===== src/rtl/simt_branch_unit.sv =====
// SIMT branch unit: per-lane NZP condition codes, per-lane LC-3 branch evaluation,
// and a {mask, PC} reconvergence stack for divergent branches.
module simt_branch_unit #(
  parameter int LANES       = 4,
  parameter int WIDTH       = 16,
  parameter int STACK_DEPTH = 4
) (
  input  logic                   Clk,
  input  logic                   Reset,
  input  logic                   LD_CC,
  input  logic                   LD_BEN,
  input  logic [LANES*WIDTH-1:0] bus,
  input  logic [15:0]            IR,
  input  logic                   BR_EVAL,
  input  logic [15:0]            PC_FALL,
  input  logic                   SYNC,
  output logic                   BEN,
  output logic [LANES-1:0]       active_mask,
  output logic                   DIVERGE,
  output logic                   resume_valid,
  output logic [15:0]            resume_pc,
  output logic                   stack_empty,
  output logic                   stack_full,
  output logic                   stack_err
);

  localparam int SPW = $clog2(STACK_DEPTH + 1);
  localparam logic [SPW-1:0] SP_MAX = SPW'(STACK_DEPTH);

  logic [2:0]       nzp_q [LANES];
  logic [2:0]       nzp_d [LANES];
  logic [LANES-1:0] ben_q, ben_d;
  logic [LANES-1:0] act_q, act_d;
  logic [SPW-1:0]   sp_q, sp_d;
  logic             div_q, div_d;
  logic             rv_q, rv_d;
  logic [15:0]      rpc_q, rpc_d;
  logic             err_q, err_d;
  logic             push;
  logic [LANES-1:0] taken;
  logic [SPW-1:0]   top_idx;

  // One spare slot so the array index width matches the stack pointer width.
  logic [LANES-1:0] stk_mask_q [STACK_DEPTH+1];
  logic [15:0]      stk_pc_q   [STACK_DEPTH+1];

  logic unused_ir;
  assign unused_ir = ^{IR[15:12], IR[8:0]};

  function automatic logic [2:0] nzp_of(input logic signed [WIDTH-1:0] v);
    logic n, z;
    n = v[WIDTH-1];
    z = (v == '0);
    return {n, z, ~n & ~z};
  endfunction

  assign taken   = ben_q & act_q;
  assign top_idx = sp_q - SPW'(1);

  always_comb begin
    nzp_d = nzp_q;
    ben_d = ben_q;
    act_d = act_q;
    sp_d  = sp_q;
    div_d = 1'b0;
    rv_d  = 1'b0;
    rpc_d = rpc_q;
    err_d = err_q;
    push  = 1'b0;
    for (int i = 0; i < LANES; i++) begin
      if (LD_CC && act_q[i]) nzp_d[i] = nzp_of(bus[i*WIDTH +: WIDTH]);
      if (LD_BEN) ben_d[i] = act_q[i] & |(nzp_q[i] & IR[11:9]);
    end
    // BR_EVAL has priority; a simultaneous SYNC is dropped silently.
    if (BR_EVAL) begin
      if (taken != '0 && taken != act_q) begin
        if (sp_q == SP_MAX) begin
          err_d = 1'b1;
        end else begin
          push  = 1'b1;
          sp_d  = sp_q + SPW'(1);
          act_d = taken;
          div_d = 1'b1;
        end
      end
    end else if (SYNC) begin
      if (sp_q == '0) begin
        err_d = 1'b1;
      end else begin
        sp_d  = top_idx;
        act_d = stk_mask_q[top_idx];
        rpc_d = stk_pc_q[top_idx];
        rv_d  = 1'b1;
      end
    end
  end

  always_ff @(posedge Clk) begin
    if (Reset) begin
      for (int i = 0; i < LANES; i++) nzp_q[i] <= 3'b010;
      ben_q <= '0;
      act_q <= '1;
      sp_q  <= '0;
      div_q <= 1'b0;
      rv_q  <= 1'b0;
      rpc_q <= '0;
      err_q <= 1'b0;
    end else begin
      nzp_q <= nzp_d;
      ben_q <= ben_d;
      act_q <= act_d;
      sp_q  <= sp_d;
      div_q <= div_d;
      rv_q  <= rv_d;
      rpc_q <= rpc_d;
      err_q <= err_d;
    end
  end

  always_ff @(posedge Clk) begin
    if (!Reset && push) begin
      stk_mask_q[sp_q] <= act_q & ~taken;
      stk_pc_q[sp_q]   <= PC_FALL;
    end
  end

  assign BEN          = |(ben_q & act_q);
  assign active_mask  = act_q;
  assign DIVERGE      = div_q;
  assign resume_valid = rv_q;
  assign resume_pc    = rpc_q;
  assign stack_empty  = (sp_q == '0);
  assign stack_full   = (sp_q == SP_MAX);
  assign stack_err    = err_q;

endmodule


===== config.mk =====
export PLATFORM = sky130hd
export DESIGN_NAME = simt_branch_unit
export DESIGN_NICKNAME = d
export VERILOG_FILES = /design/src/rtl/simt_branch_unit.sv
export SDC_FILE = /design/constraint.sdc
export NUM_CORES = 1
export LEC_CHECK = 0
export CAP_MARGIN = 25
export CORE_AREA = 2 2 110 112
export DETAILED_ROUTE_END_ITERATION = 8
export DIE_AREA = 0 0 112 114
export PLACE_DENSITY = 0.78
export SYNTH_ARGS = -nofsm -noshare
export SYNTH_HDL_FRONTEND = slang
export SYNTH_SLANG_ARGS = --single-unit
export TNS_END_PERCENT = 30

===== constraint.sdc =====
create_clock -name Clk -period 4.55 [get_ports Clk]
set_clock_uncertainty 0.2 [all_clocks]
set_input_delay 0.6825 -clock Clk [delete_from_list [all_inputs] [get_ports Clk]]
set_output_delay 0.6825 -clock Clk [all_outputs]
set_load 0.01 [all_outputs]

Word-level counts from Yosys, hierarchy flattened
Memories as Yosys holds them, arrays and structs flattened. A register that Yosys moved wholly into a read port is not among the register bits.
Index checks and enable logic that the tools add are counted.
W data, S select, Z words.
{"block": "totals", "regBits": 26, "inputBits": 102, "ram_bits": 100, "mem_count": 2}
{"block": "op_classes", "eq_ne": 6, "reduce_logical": 24, "n_bitwise": 26, "mux": 21, "addsub": 2}
{"name": "stk_pc_q", "depth": 5, "width": 16, "rd": 1, "rd_ports_with_merged_regs": 1, "wr": 1, "line_no": "45", "rtl": "logic [15:0] stk_pc_q [STACK_DEPTH+1];"}
{"name": "stk_mask_q", "depth": 5, "width": 4, "rd": 1, "rd_ports_with_merged_regs": 0, "wr": 1, "line_no": "44", "rtl": "logic [LANES-1:0] stk_mask_q [STACK_DEPTH+1];"}
{"operator": "$logic_not A16 Y1", "n": 4}
{"operator": "$mux W4", "n": 5}
{"operator": "$mux W3", "n": 5}
{"operator": "$reduce_or A3 Y1", "n": 5}
{"operator": "$and A3 B3 Y3", "n": 4}
{"operator": "$mux W1", "n": 11}
{"operator": "$not A1 Y1", "n": 11}
{"operator": "$and A1 B1 Y1", "n": 8}
{"operator": "$and A4 B4 Y4", "n": 2}
{"operator": "$reduce_and A4 Y1", "n": 2}
{"operator": "$logic_and A1 B1 Y1", "n": 6}
{"operator": "$ne A2 B1 Y1 const B", "n": 2}
{"operator": "$ne A2 B2 Y1 const B", "n": 2}
{"operator": "$ne A4 B4 Y1", "n": 1}
{"operator": "$not A4 Y4", "n": 1}
{"operator": "$reduce_bool A2 Y1", "n": 2}
{"operator": "$reduce_bool A4 Y1", "n": 1}
{"operator": "$reduce_or A4 Y1", "n": 1}
{"operator": "$add A3 B1 Y3 const B", "n": 1}
{"operator": "$eq A3 B3 Y1 const B", "n": 1}
{"operator": "$logic_not A3 Y1", "n": 1}
{"operator": "$reduce_and A3 Y1", "n": 1}
{"operator": "$sub A3 B1 Y3 const B", "n": 1}
{"operator": "$logic_not A1 Y1", "n": 1}

Logic depth before layout (Yosys ltp)
Gate-level depths: netlist of the first run.
{"block": "logic_depth", "ltp_word": 8, "mapped_depth": 9}

Worst setup path before layout of the first run
Ideal clock, no wire load.
{"block": "synth_timing", "path_type": "register to register", "startpoint": "register act_q[0] (netlist: active_mask[0])", "endpoint": "memory stk_mask_q[2][0], enable pin", "arrival_time_ns": 3.127, "setup_ns": 0.448, "path_buffers": 0, "synth_period_minus_slack_ns": 3.775, "stages_incl_launch_ff": 5, "setup_slack_ns": 0.775, "cell_sequence": "dfxtp_1 > nor2b_1 > o41a_4 > nand2_1 > nor4_1"}
{"block": "synth_between", "elab_chain_len": 8, "word_cells_on_any_way": 9, "classes_between": "1 x eq/ne; 4 x mux; 1 x bitwise; 3 x reduce/logical"}
{"item": "start, declared", "line_no": "33", "rtl": "logic [LANES-1:0] act_q, act_d;"}
{"item": "start signal, assigned", "line_no": "111", "rtl": "act_q <= act_d;"}
{"item": "$and A4 B4 Y4", "line_no": "57", "rtl": "assign taken = ben_q & act_q;"}
{"item": "$ne A4 B4 Y1 or $reduce_bool A4 Y1 (tied branches)", "line_no": "76", "rtl": "if (taken != '0 && taken != act_q) begin"}
{"item": "$logic_and A1 B1 Y1 *", "line_no": "76"}
{"item": "$mux W1 * (2 in a row)"}
{"item": "$logic_and A1 B1 Y1 *", "line_no": "121", "rtl": "if (!Reset && push) begin"}
{"item": "$mux W1 *", "line_no": "121"}
{"item": "$mux W1 (implied by the code) *", "line_no": "122", "rtl": "stk_mask_q[sp_q] <= act_q & ~taken;"}
{"item": "end, declared", "line_no": "44"}
Every way passes the cells marked *; elsewhere a longest branch is shown, timed or not.

Final worst setup path of the first run
{"block": "layout_timing", "startpoint": "register sp_q[0]", "endpoint": "output port stack_full"}
{"block": "layout_between", "elab_chain_len": 1}
{"item": "start, declared", "line_no": "34", "rtl": "logic [SPW-1:0] sp_q, sp_d;"}
{"item": "start signal, assigned", "line_no": "112", "rtl": "sp_q <= sp_d;"}
{"item": "$eq A3 B3 Y1", "line_no": "133", "rtl": "assign stack_full = (sp_q == SP_MAX);"}
{"item": "end, declared", "line_no": "23", "rtl": "output logic stack_full,"}
No other way between the ends.

==> flow_summary.toml, run 1 <==
[global_route]
grt_antenna_before_repair = 0
groute.usage.overall_pct = 21.1
grt_max_degree = 44
overflow = 0
grt_pass1_vias = 3912
grt_pass1_wl_um = 20400

[floorplanning]
dieArea_sq_um = 12800
die_h_um = 114
die_w_um = 112
initial_core_util_pct = 48.5
io_pins = 128
coreArea_sq_um = 11700
fp-row-count = 40

[setup_path]
r2r_slack_ps = 1440
reg2reg_depth = 8
rr_endpoint = "active_mask[3]$_SDFFE_PP1P_"
startpoint_type = "register"
crit_type = "reg2out"
reg2reg_from = "sp_q[0]$_SDFFE_PP0P_"
crit_path_end_kind = "primary output"
arrival_ps = 2390
crit_fanout = 25
cp.required_ps = 3670

[cts]
cts_tree = "built"
cts_buffer_depth = 2
post_cts_buffers = 0
cts-htree-levels = 4
cts_hold_buf = 0
insertion_delay_ps = 410
cts_sinks = 142
cts_resized = 0
cts_root_buf = "clkbuf_16"
cts_buffers = 17
clkTransAtPathRegs_ps = 60

[timing]
rsz0062_at_grt = "false"
tightest_slew_ps = 863
period_needed_ps = 3270
finalCritPeriodShare_pct = 71.9
hold_viol = 0
hold_ws_ps = 263
maxSlewHeadroom_pct = 42.2
slew_violations = 0
max_freq_mhz = 306
setup_tns_ps = 0
setup_viol = 0

[layout]
synthToLayoutAreaGrowth_pct = 34.4
layout-drive-gt1-share_pct = 14.4
finalNetCount = 598
nFillCells = 862
antennaDiodeCount = 0

[synthesis]
avgSynthCellArea_sq_um = 15.4
yosys_register_bits = 142
syn-cell-area_sq_um = 5680
yosys-top-cells-area = "edfxtp_1, dfxtp_1, mux4_2, mux2i_1, a211oi_1"
synth_cells = 368
ys_seq_area_share_pct = 67.7
synth-edff-count = 100
synth.distinct_cells = 40
synth_top_area_cell = "edfxtp_1"
synth-main-ff-cell = "edfxtp_1"
synth.top_cell.area_share_pct = 52.9
synth_fp_nets = 473
synth_warnings = 0
synth_async_sr_flop_share_pct = 0

[outcome]
outcome = "completed"

[detailed_routing]
routed_via_density = 5.65
wire_per_inst_um = 19.3
ant_nets = 0
drcViolationCount = 0
wirelength_um = 12600
vias = 3690
dr.pass1.iters = 4
drtIter0Drc = 285

[run]
max_cap_viol_count = 0

[worst_hold_path]
hold_depth = 2
min_path_type = "reg2reg"
hold_end = "nzp_q[8]$_SDFFE_PP0P_"
min_from = "nzp_q[8]$_SDFFE_PP0P_"

[placed_design]
place_congestion = 0.743
hpwlAfterDp_um = 7820
io_buffers = 114

[power_and_ir_drop]
p_leak_nw = 2.57
ir_drop_mv = 0.360
powerDensity_nw_per_um2 = 518
placed cells by master (no fill, tap or decap), types with 2 or more instances in the layout:
master / instances
clkbuf_1: 3
nor4_2: 2
nand3_1: 6
nor2_1: 31
nor4_1: 16
bufinv_16: 4
edfxtp_1: 100
ha_1: 3
dfxtp_1: 42
clkinv_4: 3
nand2_1: 14
nand3b_1: 4
a21o_1: 2
clkbuf_16: 17
a31oi_1: 4
a222oi_1: 4
nand2b_1: 7
mux4_2: 20
nand4_1: 4
nor2b_1: 4
a211o_1: 5
buf_4: 10
inv_1: 4
a211oi_1: 18
clkdlybuf4s50_1: 114
o21ai_0: 4
mux2i_1: 21
a22oi_1: 5
nor3_1: 3
a21oi_1: 10
clkbuf_8: 3
nor2b_4: 2
nor3_2: 2
flip-flops by register name, summed over array words and instances, names as in the netlist:
register and flops:
stk_pc_q 80, stk_mask_q 20, resume_pc 16, nzp_q 12, active_mask 4, ben_q 4, sp_q 3, DIVERGE 1
resume_valid 1, stack_err 1
critical path, cell delays in order (launching register included):
cell and delay (ps):
dfxtp_1 300, buf_4 400, inv_1 210, ha_1 320, nand2_1 150, inv_1 90
clkdlybuf4s50_1 490
Yosys cell counts (3+ instances only):
master	number
a211o_1	5
a211oi_1	18
a21oi_1	10
a222oi_1	4
a22oi_1	5
a31oi_1	4
buf_6	6
clkbuf_1	8
dfxtp_1	42
edfxtp_1	100
ha_1	3
inv_1	4
mux2i_1	21
mux4_2	20
nand2_1	14
nand2b_1	7
nand3_1	6
nand3b_1	4
nand4_1	4
nor2_1	31
nor2b_1	4
nor3_1	5
nor4_1	18
o21ai_0	4
worst max-delay path by stage:
stage | start | depth (start not counted) | slack (ps) | end
2_1_floorplan | active_mask[0]$_SDFFE_PP1P_ | 4 | 770 | stk_mask_q[2][0]$_DFFE_PP_
3_3_place_gp | sp_q[0]$_SDFFE_PP0P_ | 8 | 1410 | active_mask[3]$_SDFFE_PP1P_
3_5_place_dp | sp_q[0]$_SDFFE_PP0P_ | 8 | 1410 | active_mask[3]$_SDFFE_PP1P_
4_1_cts | sp_q[0]$_SDFFE_PP0P_ | 6 | 1210 | stack_full
5_1_grt | sp_q[0]$_SDFFE_PP0P_ | 5 | 1050 | stack_empty
6_report | sp_q[0]$_SDFFE_PP0P_ | 6 | 1280 | stack_full
metrics by stage:
step | instances | setup slack (ps) | utilization (%) | area (sq um) | power, W
2_1_floorplan | 368 | 775 | - | 5680 | 0.00218
3_3_place_gp | 621 | 1410 | 59.7 | 6990 | 0.00249
3_5_place_dp | 621 | 1410 | 59.7 | 6990 | 0.00251
4_1_cts | 653 | 1210 | 65.1 | 7630 | 0.00399
5_1_grt | 653 | 1050 | 65.1 | 7630 | 0.00413
6_report | 653 | 1280 | 65.1 | 7630 | 0.00395
metal layers:
layer / wire length, um / vias to the layer above / GRT usage (%)
met2: 6340 / 160 / 36.2
met5: 0 / - / 0
met1: 5200 / 1811 / 25.0
met3: 961 / 7 / 6.96
li1: - / 1712 / -
met4: 89 / 0 / 7.80
cell type report:
class	instances	area, sq um	share of cell area (%)
clock inverter	9	159	2.08
multi-input combinational	204	1730	22.7
tap	147	184	2.41
inverter	4	15.0	0.197
timing repair buffer	124	1220	15.9
sequential	142	3840	50.4
clock buffer	23	478	6.27
cells by family (layout without fill, tap and decap cells):
family / Yosys count / count (layout) / synth area share (%)
AOI/OAI and AO/OA: 57 / 57 / 7.69
adders and majority gates: 3 / 3 / 0.661
xor gates and xnor gates: 2 / 2 / 0.309
and+or+nand+nor: 100 / 100 / 9.35
DFF: 142 / 142 / 67.7
buffers and inverters: 22 / 160 / 2.38
muxes: 42 / 42 / 11.9
report_power, final:
| part | internal (W) | switching, W |
|---|---|---|
| sequential | 0.00149 | 0.0000627 |
| clock | 0.000963 | 0.000507 |
| combinational | 0.000473 | 0.000460 |
| total | 0.00292 | 0.00103 |
(Power assumes the default switching activity.)
==> run 2, diff against run 1 <==
Settings changed: CORE_AREA 2 2 110 112 to 2 2 116 118, DIE_AREA 0 0 112 114 to 0 0 118 120, PLACE_DENSITY 0.78 to 0.74.
Clock period 4.55 ns to 2.6 ns, I/O delays scaled along.
==> run 2 against run 1 <==
Clock-buffer cell count fell by 6. Critical path depth fell by 3. Setup slack got worse by 1200 ps.
==> flow_summary.toml, run 2 (same netlist as run 1, synthesis figures left out) <==
[setup_path]
r2r_slack_ps = 240
path_cells = "a22oi_1 -> nand3_2 -> clkdlybuf4s50_1"
cp.required_ps = 2010
rr_endpoint = "stk_pc_q[2][14]$_DFFE_PP_"
crit_path_end_kind = "primary output"
max_stage_delay_ps = 550
critPathBufInv = 1
reg2reg_depth = 5
arrival_ps = 1890
slowest_stage = "clkdlybuf4s50_1"
startpoint_type = "register"
crit_fanout = 8
cp_top_family = "buffers and inverters"
crit_type = "reg2out"
reg2reg_from = "active_mask[2]$_SDFFE_PP1P_"

[power_and_ir_drop]
p_sw_share_pct = 27.5
p_sw_w = 0.00191
p_leak_nw = 2.64
powerDensity_nw_per_um2 = 890
ir_drop_mv = 0.694
clockPowerShare_pct = 35.7
seq_power_share_pct = 39.0
internal-power_w = 0.00504
total_power_w = 0.00695
power_frac_comb_pct = 25.3

[run]
max_cap_viol_count = 0

[detailed_routing]
vias = 3715
dr.pass1.iters = 4
routed_via_density = 5.35
drcViolationCount = 0
ant_nets = 0
wirelength_um = 12600
drtIter0Drc = 276
wire_per_inst_um = 18.1

[timing]
slew_violations = 0
max_freq_mhz = 404
hold_ws_ps = 263
maxSlewHeadroom_pct = 60.9
setup_viol = 0
period_needed_ps = 2480
tightest_slew_ps = 581
hold_viol = 0
rsz0062_at_grt = "false"
setup_tns_ps = 0
finalCritPeriodShare_pct = 95.3

[floorplanning]
coreArea_sq_um = 13000
io_pins = 128
initial_core_util_pct = 43.7
dieArea_sq_um = 14200
die_w_um = 118
fp-row-count = 42
die_h_um = 120

[global_route]
met3_usage_pct = 6.56
grt_max_degree = 40
grt_pass1_vias = 3867
grt_util_met1_pct = 21.4
gr-usage-met2_pct = 31.3
grt_pass1_wl_um = 19900
grt_antenna_before_repair = 0
groute.usage.overall_pct = 18.4
grt_busiest_layer = "met2"
overflow = 0

[cts]
cts_sinks = 142
clkTransAtPathRegs_ps = 60
cts-htree-levels = 4
cts_root_buf = "clkbuf_16"
insertion_delay_ps = 410
cts_tree = "built"
cts_buffers = 17
cts_buffer_depth = 2

[layout]
synthToLayoutAreaGrowth_pct = 37.6
most-common-layout-cells = "clkdlybuf4s50_1, edfxtp_1, dfxtp_1"
finalNetCount = 610
layout-drive-gt1-share_pct = 17.4
final_cells = 694
largest_register_ffs = 80
final_common_cell = "clkdlybuf4s50_1"
antennaDiodeCount = 0
fin_area_sq_um = 7810
nFillCells = 988
top_register = "stk_pc_q"

[placed_design]
io_buffers = 114
hpwlAfterDp_um = 8480
place_congestion = 0.809
place_area_sq_um = 7180
placed_cells_incl_taps = 662

[worst_hold_path]
hold_end = "nzp_q[2]$_SDFFE_PP0P_"
min_path_type = "reg2reg"
min_from = "nzp_q[2]$_SDFFE_PP0P_"
hold_depth = 2

[outcome]
outcome = "completed"
## run 2: cell types whose count changed in the layout (fill, tap and decap cells not counted), moves of 2 or more
cell      delta
buf_4       +10
inv_6        +6
clkbuf_1     -3
clkbuf_8     -3
clkinv_1     +3
buf_12       +2
dfxtp_1      -2
dfxtp_2      +2
nor3_2       -2
nor3_4       +2
nor4_2       -2
nor4_4       +2
## run 2: worst max path at each step
stage,from,end,cells after the start
floorplan,active_mask[0]$_SDFFE_PP1P_,stk_mask_q[2][0]$_DFFE_PP_,4
global placement,BR_EVAL,stk_pc_q[2][10]$_DFFE_PP_,5
detailed placement,BR_EVAL,stk_pc_q[2][10]$_DFFE_PP_,5
CTS,sp_q[0]$_SDFFE_PP0P_,stack_full,5
global route,sp_q[1]$_SDFFE_PP0P_,stack_full,5
finish,active_mask[3]$_SDFFE_PP1P_,BEN,3
## run 2: layer usage
metal	wire length [um]	share of wire (%)
met3	1050	8.4
met5	0	0
met4	195	1.6
met1	5180	41
met2	6120	49
## run 2: stage by stage
stage	setup WS, ps	util, %
after detailed placement	57.8	55.3
after CTS	29.1	60.1
after floorplan	-402	-
after global placement	58.1	55.3
after global routing	42.5	60.2
final	122	60.2
## run 2: cell type report
cell class	instances	area [sq um]	share of cell area [%]
multi-input combinational	204	1790	22.9
inverter	4	18.8	0.240
clock buffer	17	425	5.45
clock inverter	15	183	2.34
tap	176	220	2.82
timing repair buffer	136	1330	17.0
sequential	142	3850	49.2
## run 2: power groups by stage
| stage | Clock (W) | Sequential [W] | Combinational [W] |
|---|---|---|---|
| after floorplan | 0 | 0.00276 | 0.00107 |
| after global placement | 0 | 0.00274 | 0.00171 |
| after detailed placement | 0 | 0.00276 | 0.00174 |
| after CTS | 0.00252 | 0.00271 | 0.00178 |
| after global routing | 0.00263 | 0.00273 | 0.00190 |
| final | 0.00248 | 0.00272 | 0.00176 |
## run 2: what timing repair did
item | CTS | global route
hold buffers | 0 | 0
pin swaps | 0 | 0
gates resized for setup | 2 | 3
buffers inserted | 0 | 0
setup endpoints to repair | 2 | 3
## run 2: tightest hold or removal path, stage by stage (launching register included)
cell,delay (ps)
dfxtp_1,310
nand2_1,50
a21oi_1,50
